### config.mk
export PLATFORM = sky130hd
export DESIGN_NAME = izh_array
export DESIGN_NICKNAME = d
export VERILOG_FILES = /design/src/rtl/izh_pkg.sv /design/src/rtl/izh_core.sv /design/src/rtl/izh_array.sv
export SDC_FILE = /design/constraint.sdc
export NUM_CORES = 1
export LEC_CHECK = 0
export CORE_MARGIN = 3
export CORE_UTILIZATION = 55
export CTS_BUF_LIST = sky130_fd_sc_hd__clkbuf_8
export DETAILED_ROUTE_END_ITERATION = 8
export PLACE_DENSITY = 0.71
export SLEW_MARGIN = 15
export SYNTH_ARGS = -nofsm -noshare
export SYNTH_HDL_FRONTEND = slang
export SYNTH_SLANG_ARGS = --single-unit
export TNS_END_PERCENT = 10
### constraint.sdc
create_clock -name clk -period 11.7 [get_ports clk]
set_clock_uncertainty 0.2 [all_clocks]
set_input_delay 2.925 -clock clk [delete_from_list [all_inputs] [get_ports clk]]
set_output_delay 2.925 -clock clk [all_outputs]
set_load 0.02 [all_outputs]
### src/rtl/izh_pkg.sv
// izh_pkg: shared types and constants for the time-multiplexed Izhikevich array.
//   izh_mode_e  : neuron firing mode (RS, IB, CH, FS)
//   izh_state_e : sweep FSM state encoding
//   MODE_*      : per-mode recovery shift (ASH), coupling shift (BSH),
//                 reset potential (C) and recovery bump (D), indexed by mode
//   V_THRESH / V_REST : spike threshold and resting potential (integer mV)
//   sat_w       : signed saturation of a 64-bit value to a w-bit range
package izh_pkg;

  typedef enum logic [1:0] {
    MODE_RS = 2'd0,
    MODE_IB = 2'd1,
    MODE_CH = 2'd2,
    MODE_FS = 2'd3
  } izh_mode_e;

  typedef enum logic [1:0] {
    ST_IDLE  = 2'd0,
    ST_CALC  = 2'd1,
    ST_WRITE = 2'd2,
    ST_FIN   = 2'd3
  } izh_state_e;

  localparam int MODE_ASH [4] = '{6, 6, 6, 3};
  localparam int MODE_BSH [4] = '{2, 2, 2, 2};
  localparam int MODE_C   [4] = '{-65, -55, -50, -65};
  localparam int MODE_D   [4] = '{8, 4, 2, 2};

  localparam int V_THRESH = 30;
  localparam int V_REST   = -65;

  // Clamp x into [-2^(w-1), 2^(w-1)-1]; callers truncate the result to w bits.
  function automatic logic signed [63:0] sat_w(input logic signed [63:0] x,
                                               input int w);
    logic signed [63:0] hi;
    logic signed [63:0] lo;
    hi = (64'sd1 <<< (w - 1)) - 64'sd1;
    lo = -(64'sd1 <<< (w - 1));
    if (x > hi)      sat_w = hi;
    else if (x < lo) sat_w = lo;
    else             sat_w = x;
  endfunction

endpackage

### src/rtl/izh_core.sv
// izh_core: combinational Izhikevich update for one neuron.
//   v, u     : current membrane potential / recovery (signed, F fraction bits)
//   vv       : registered v*v (2W-bit signed)
//   cur      : unsigned input current (integer units, scaled by 2^F here)
//   mode     : firing mode selecting a, b, c, d
//   v_next, u_next : saturated next state (post-spike reset applied)
//   fired    : next potential reached the spike threshold
module izh_core
  import izh_pkg::*;
#(
  parameter int W        = 16,
  parameter int F        = 4,
  parameter int CUR_W    = 8,
  parameter int DT_SHIFT = 1
) (
  input  logic signed [W-1:0]   v,
  input  logic signed [W-1:0]   u,
  input  logic signed [2*W-1:0] vv,
  input  logic [CUR_W-1:0]      cur,
  input  izh_mode_e             mode,
  output logic signed [W-1:0]   v_next,
  output logic signed [W-1:0]   u_next,
  output logic                  fired
);

  // Two guard bits above 2W keep q + 5v + ... free of overflow before saturation.
  localparam int EW = 2 * W + 2;
  localparam logic signed [EW-1:0] K140  = EW'(140 * (2 ** F));
  localparam logic signed [W-1:0]  TH_FX = W'(V_THRESH * (2 ** F));

  logic signed [EW-1:0] ve, ue, vve, cure;
  logic signed [EW-1:0] q, dv, du, vs, us, d_fx, u_spk;
  logic signed [W-1:0]  v_sat, u_sat;
  int ash, bsh, c_val, d_val;

  always_comb begin
    ash   = MODE_ASH[mode];
    bsh   = MODE_BSH[mode];
    c_val = MODE_C[mode];
    d_val = MODE_D[mode];

    ve   = {{(EW - W){v[W-1]}}, v};
    ue   = {{(EW - W){u[W-1]}}, u};
    vve  = {{(EW - 2 * W){vv[2*W-1]}}, vv};
    cure = {{(EW - CUR_W){1'b0}}, cur};

    // 2^-5 + 2^-7 = 0.039, close to the canonical 0.04 coefficient.
    q  = (vve >>> (F + 5)) + (vve >>> (F + 7));
    dv = q + (ve <<< 2) + ve + K140 - ue + (cure <<< F);
    du = ((ve >>> bsh) - ue) >>> ash;

    vs = ve + (dv >>> DT_SHIFT);
    us = ue + (du >>> DT_SHIFT);

    v_sat = W'(sat_w(64'(vs), W));
    u_sat = W'(sat_w(64'(us), W));

    // The spike bump is applied to the pre-update u, not to u_sat.
    d_fx  = EW'(d_val * (2 ** F));
    u_spk = ue + d_fx;

    fired = (v_sat >= TH_FX);
    if (fired) begin
      v_next = W'(c_val * (2 ** F));
      u_next = W'(sat_w(64'(u_spk), W));
    end else begin
      v_next = v_sat;
      u_next = u_sat;
    end
  end

endmodule

### src/rtl/izh_array.sv
// izh_array: N Izhikevich neurons sharing one update datapath.
//   clk, reset        : clock, synchronous active-high reset
//   tick              : start a sweep (ignored while busy)
//   cur_we/addr/data  : per-neuron input current write
//   cfg_we/addr/mode  : per-neuron mode write
//   obs_sel / obs_v   : registered view of v[obs_sel]
//   spike             : spike vector of the last completed sweep
//   busy / done       : sweep in progress / one-cycle end-of-sweep pulse
//
// state | meaning
// IDLE  | waiting for tick
// CALC  | latch v, u, cur, mode of idx; register v*v
// WRITE | write back v', u' and spike bit for idx; advance or finish
// FIN   | publish spike vector, pulse done, drop busy
module izh_array
  import izh_pkg::*;
#(
  parameter int N        = 4,
  parameter int W        = 16,
  parameter int F        = 4,
  parameter int CUR_W    = 8,
  parameter int DT_SHIFT = 1,
  localparam int AW      = (N > 1) ? $clog2(N) : 1
) (
  input  logic                clk,
  input  logic                reset,
  input  logic                tick,
  input  logic                cur_we,
  input  logic [AW-1:0]       cur_addr,
  input  logic [CUR_W-1:0]    cur_data,
  input  logic                cfg_we,
  input  logic [AW-1:0]       cfg_addr,
  input  logic [1:0]          cfg_mode,
  input  logic [AW-1:0]       obs_sel,
  output logic signed [W-1:0] obs_v,
  output logic [N-1:0]        spike,
  output logic                busy,
  output logic                done
);

  localparam logic signed [W-1:0] V_RST_FX = W'(V_REST * (2 ** F));
  localparam logic signed [W-1:0] U_RST_FX = V_RST_FX >>> 2;

  logic signed [W-1:0] v_mem   [N];
  logic signed [W-1:0] u_mem   [N];
  logic [CUR_W-1:0]    cur_mem [N];
  izh_mode_e           mode_mem[N];

  izh_state_e state_q, state_d;
  logic [AW-1:0] idx_q, idx_d;
  logic start, do_latch, do_write, do_fin;

  logic signed [W-1:0]   v_p, u_p;
  logic signed [2*W-1:0] vv_p;
  logic [CUR_W-1:0]      cur_p;
  izh_mode_e             mode_p;
  logic [N-1:0]          spike_shadow;

  logic signed [W-1:0] v_new, u_new;
  logic                fired;

  izh_core #(
    .W        (W),
    .F        (F),
    .CUR_W    (CUR_W),
    .DT_SHIFT (DT_SHIFT)
  ) u_core (
    .v      (v_p),
    .u      (u_p),
    .vv     (vv_p),
    .cur    (cur_p),
    .mode   (mode_p),
    .v_next (v_new),
    .u_next (u_new),
    .fired  (fired)
  );

  always_comb begin
    state_d  = state_q;
    idx_d    = idx_q;
    start    = 1'b0;
    do_latch = 1'b0;
    do_write = 1'b0;
    do_fin   = 1'b0;
    case (state_q)
      ST_IDLE: begin
        if (tick) begin
          state_d = ST_CALC;
          idx_d   = '0;
          start   = 1'b1;
        end
      end
      ST_CALC: begin
        do_latch = 1'b1;
        state_d  = ST_WRITE;
      end
      ST_WRITE: begin
        do_write = 1'b1;
        if (int'(idx_q) == N - 1) begin
          state_d = ST_FIN;
        end else begin
          state_d = ST_CALC;
          idx_d   = idx_q + AW'(1);
        end
      end
      ST_FIN: begin
        do_fin  = 1'b1;
        state_d = ST_IDLE;
      end
      default: state_d = ST_IDLE;
    endcase
  end

  always_ff @(posedge clk) begin
    if (reset) begin
      state_q      <= ST_IDLE;
      idx_q        <= '0;
      busy         <= 1'b0;
      done         <= 1'b0;
      spike        <= '0;
      spike_shadow <= '0;
      obs_v        <= V_RST_FX;
      v_p          <= '0;
      u_p          <= '0;
      vv_p         <= '0;
      cur_p        <= '0;
      mode_p       <= MODE_RS;
      for (int i = 0; i < N; i++) begin
        v_mem[i]    <= V_RST_FX;
        u_mem[i]    <= U_RST_FX;
        cur_mem[i]  <= '0;
        mode_mem[i] <= MODE_RS;
      end
    end else begin
      state_q <= state_d;
      idx_q   <= idx_d;
      done    <= do_fin;

      if (start)  busy <= 1'b1;
      if (do_fin) begin
        busy  <= 1'b0;
        spike <= spike_shadow;
      end

      if (cur_we && (int'(cur_addr) < N)) cur_mem[cur_addr] <= cur_data;
      if (cfg_we && (int'(cfg_addr) < N)) mode_mem[cfg_addr] <= izh_mode_e'(cfg_mode);

      // Array reads here see the old contents, so a write landing on this
      // same edge is not picked up by the neuron being latched.
      if (do_latch) begin
        v_p    <= v_mem[idx_q];
        u_p    <= u_mem[idx_q];
        cur_p  <= cur_mem[idx_q];
        mode_p <= mode_mem[idx_q];
        vv_p   <= (2 * W)'(v_mem[idx_q]) * (2 * W)'(v_mem[idx_q]);
      end

      if (do_write) begin
        v_mem[idx_q]        <= v_new;
        u_mem[idx_q]        <= u_new;
        spike_shadow[idx_q] <= fired;
      end

      if (int'(obs_sel) < N) obs_v <= v_mem[obs_sel];
    end
  end

endmodule

==> results_dict.tcl, run 1 <==
set metrics [dict create \
    synthToLayoutAreaGrowth_pct 7.085 \
    synth_largest_area_cell "fa_1" \
    critical_path.reg2reg.startpoint "vv_p[13]" \
    port_buffers 42 \
    route.detailed.drc 0 \
    yosys-top-cells-area "fa_1, edfxtp_1, ha_1" \
    tritoncts "built" \
    rows 84 \
    critical_path.startpoint_type "flop" \
    grt_max_degree 93 \
    rr_endpoint "u_mem[0][5]" \
    register_area_sq_um 6990 \
    fillers 4489 \
    setup-tns-final_ps 0 \
    wl_met2_mm 36.56 \
    total_i_o_pin_count 43 \
    area_of_combinational_cells_with_multiple_inputs_sq_um 20440 \
    syn_nets 3746 \
    first_iter_violations 1488 \
    period_minus_slack_ps 10960 \
    synthesis.yosys.warnings 0 \
    final_cell_area_sq_um 31450 \
    basic_gate_share_of_the_synthesized_area_counting_and_or_nand_and_nor_cells_pct 14.40 \
    final_routed_wire_length_divided_by_cell_count_um 19.25 \
    route.antenna.remaining_nets 0 \
    startpoint "vv_p[13]" \
    grt_pass1_vias 23567 \
    timing.hold.worst.start "spike[3]" \
    class_of_the_tightest_hold_or_removal_check "reg -> reg" \
    cts.htree.levels 2 \
    placed_standard_cell_area_sq_um 30530 \
    crit_path_max_fanout 23 \
    worst_r2r_path_depth 42 \
    cts-buffers-inserted 44 \
    clock_sinks 265 \
    synth.avg_cell_area_sq_um 9.308 \
    end_kind "flop" \
    synth_top_cells_by_count "inv_1, nand2_1, fa_1" \
    highest-signal-layer "met4" \
    ws_path_type "reg -> reg" \
    drt_first_pass_iters 6 \
    insertedDiodeCount 0 \
    setup.reg_to_reg.worst_slack_ps 740 \
    total_congestion_overflow_after_global_routing 0 \
    timing.final.setup_violations 0 \
    number_of_synthesized_flops_with_an_enable_pin 168 \
    slew_headroom_pct 29.07 \
    hold_violations 0 \
    fmax_mhz 91.21 \
    synth_xor_area_share_pct 4.116 \
    postRouteWirelength_mm 74.90 \
    critPathArrivalTime_ps 11110 \
    post_synth_mux_area_share_pct 5.496 \
    synth-compound-area-share_pct 13.33 \
    vias_per_cell 5.919 \
    layout_worst_path_cycle_share_pct 93.71 \
    share_of_cells_above_drive_strength_1_pct 7.121 \
    synth_top_family_by_area "adder cells" \
    syn-instance-count 3155 \
    grt_pass1_wl_mm 122.1 \
    synth.yosys.seq_area_share_pct 23.79 \
    critical-path-slowest-cell "or4_1" \
    number_of_maximum_capacitance_constraint_violations 0 \
    mapped_cell_area_sq_um 29370 \
    routedLengthMet1_mm 31.55 \
    design.core.area_sq_um 52660 \
    flip_flop_cell_with_the_highest_count_after_synthesis "edfxtp_1" \
    outcome "finished, final reports clean" \
    async_set_reset_flop_share_out_of_synthesis_pct 0 \
    share_of_the_synthesized_area_in_the_top_cell_type_pct 20.25 \
    max-clock-path-buffers 3 \
    path_clk_slew_ps 60 \
    dr_wl_met3_mm 4.011 \
    timing.hold.worst_endpoint "spike[3]" \
    rd_place_congestion 0.9160 \
    die_width_um 237.1 \
    initial_utilization_pct 55.77 \
    crit_path_largest_cell_delay_ps 590 \
    critical_path_required_ps 11840 \
    grt_setup_unrepaired "no" \
    place_hpwl_mm 57.32 \
    yosys.area_share.adder_pct 31.88 \
    worst_skew_pair.late_latency_ps 610 \
    worst-slew-pin-transition_ps 1064 \
    finalMaxSlewViolations 0 \
    die_height_um 237.1 \
    finalNetCount 3757 \
    gr-usage-all-layers_pct 26.84 \
    synth_most_common_cell "inv_1" \
    grt_antenna_before_repair 0 \
    yosys_register_bits 265 \
    route.vias.total 23025 \
    yosys.cell_types.count 80 \
    number_of_cells_traversed_by_the_worst_hold_path 2 \
    design.die.area_sq_um 56200 \
    ctsRootBufferMaster "clkbuf_8" \
]
## flip-flops by register name, summed over array words and instances, names as in the netlist, 2 cells and up, named ones only
name          count
cur_mem          32
cur_p             8
idx_q             2
mode_mem          8
mode_p            2
obs_v            16
spike             4
spike_shadow      4
state_q           2
u_mem            64
u_p              16
v_mem            64
v_p              16
vv_p             23
## routing by layer
metal	GRT usage [%]	vias to the layer above
met5	0	-
met4	9.163	0
met3	3.319	176
met2	46.41	781
met1	34.95	11274
li1	-	10794
## logic make-up after synthesis
group,after synthesis
compound gates,610
flops,265
xor+xnor,138
buf+inv,536
mux,103
simple gates,933
fa+ha+maj,570
## worst max path at each step
| stage | cells after the start | endpoint |
|---|---|---|
| finish | 42 | u_mem[0][5] |
| global route | 43 | u_mem[3][15] |
| CTS | 40 | u_mem[0][0] |
| detailed placement | 40 | u_mem[0][14] |
| global placement | 40 | u_mem[3][4] |
| floorplan | 41 | u_mem[3][12] |
## critical path, delay by kind of cell, from the launching register on
family | cells | cell delay (ps)
AOI/OAI and AO/OA | 16 | 3230
adders and majority gates | 7 | 2690
and+or+nand+nor | 10 | 2430
buffers and inverters | 5 | 800
muxes | 2 | 600
DFF | 1 | 400
xor gates and xnor gates | 2 | 320
## cell usage in the layout, fill, tap and decap left out, types with 23 or more instances in the layout
| cell | instances |
|---|---|
| inv_1 | 432 |
| nand2_1 | 404 |
| fa_1 | 297 |
| ha_1 | 272 |
| nor2_1 | 207 |
| a21oi_1 | 205 |
| edfxtp_1 | 168 |
| xnor2_1 | 99 |
| dfxtp_1 | 94 |
| o21ai_0 | 93 |
| nor3_1 | 58 |
| a21o_1 | 57 |
| and2_1 | 50 |
| clkbuf_8 | 50 |
| nand3_1 | 45 |
| mux4_2 | 44 |
| clkdlybuf4s50_1 | 41 |
| buf_4 | 41 |
| xor2_1 | 39 |
| nand2b_1 | 37 |
| o21a_1 | 34 |
| a31oi_1 | 33 |
| nor2b_1 | 27 |
| mux2_2 | 26 |
| nand4_1 | 24 |
| o21bai_1 | 24 |
| o211ai_1 | 24 |
| mux2i_1 | 23 |
## per-stage QoR
stage / worst slack, ps / hold slack (ps) / cells / utilization (%)
floorplan: 1564 / 236.2 / 3155 / -
global placement: 929.5 / 242.8 / 3805 / 57.98
global route: 39.37 / 273.3 / 3890 / 59.72
CTS: 550.1 / 253.3 / 3887 / 59.55
detailed placement: 614.4 / 245.6 / 3805 / 57.98
finish: 735.7 / 251.4 / 3890 / 59.72
## area by class of cell
class / count / share of cell area (%)
Inverter: 416 / 4.965
Clock inverter: 32 / 0.4496
Timing Repair Buffer: 85 / 2.435
Tap cell: 688 / 2.737
Sequential cell: 265 / 22.23
Multi-Input combinational cell: 2354 / 65.00
Clock buffer: 50 / 2.188
## what timing repair did
action,CTS,global route
setup endpoints to repair,0,92
setup buffers,0,1
gates resized for setup,0,16
hold buffers,0,0
Power of run 1 is left out: the tool's default activity adds up to more than one toggle a clock period on the data nets, which glitch-free logic cannot reach.
==> run 2: changes to the inputs <==
--- a/config.mk
+++ b/config.mk
@@ -10,6 +10,7 @@
 export CTS_BUF_LIST = sky130_fd_sc_hd__clkbuf_8
 export DETAILED_ROUTE_END_ITERATION = 8
 export PLACE_DENSITY = 0.71
+export SKIP_LAST_GASP = 1
 export SLEW_MARGIN = 15
 export SYNTH_ARGS = -nofsm -noshare
 export SYNTH_HDL_FRONTEND = slang
==> results of run 2 <==
Same layout as run 1: the final DEF is identical, and so are final timing and power.
Power of run 2 is left out for the same reason.
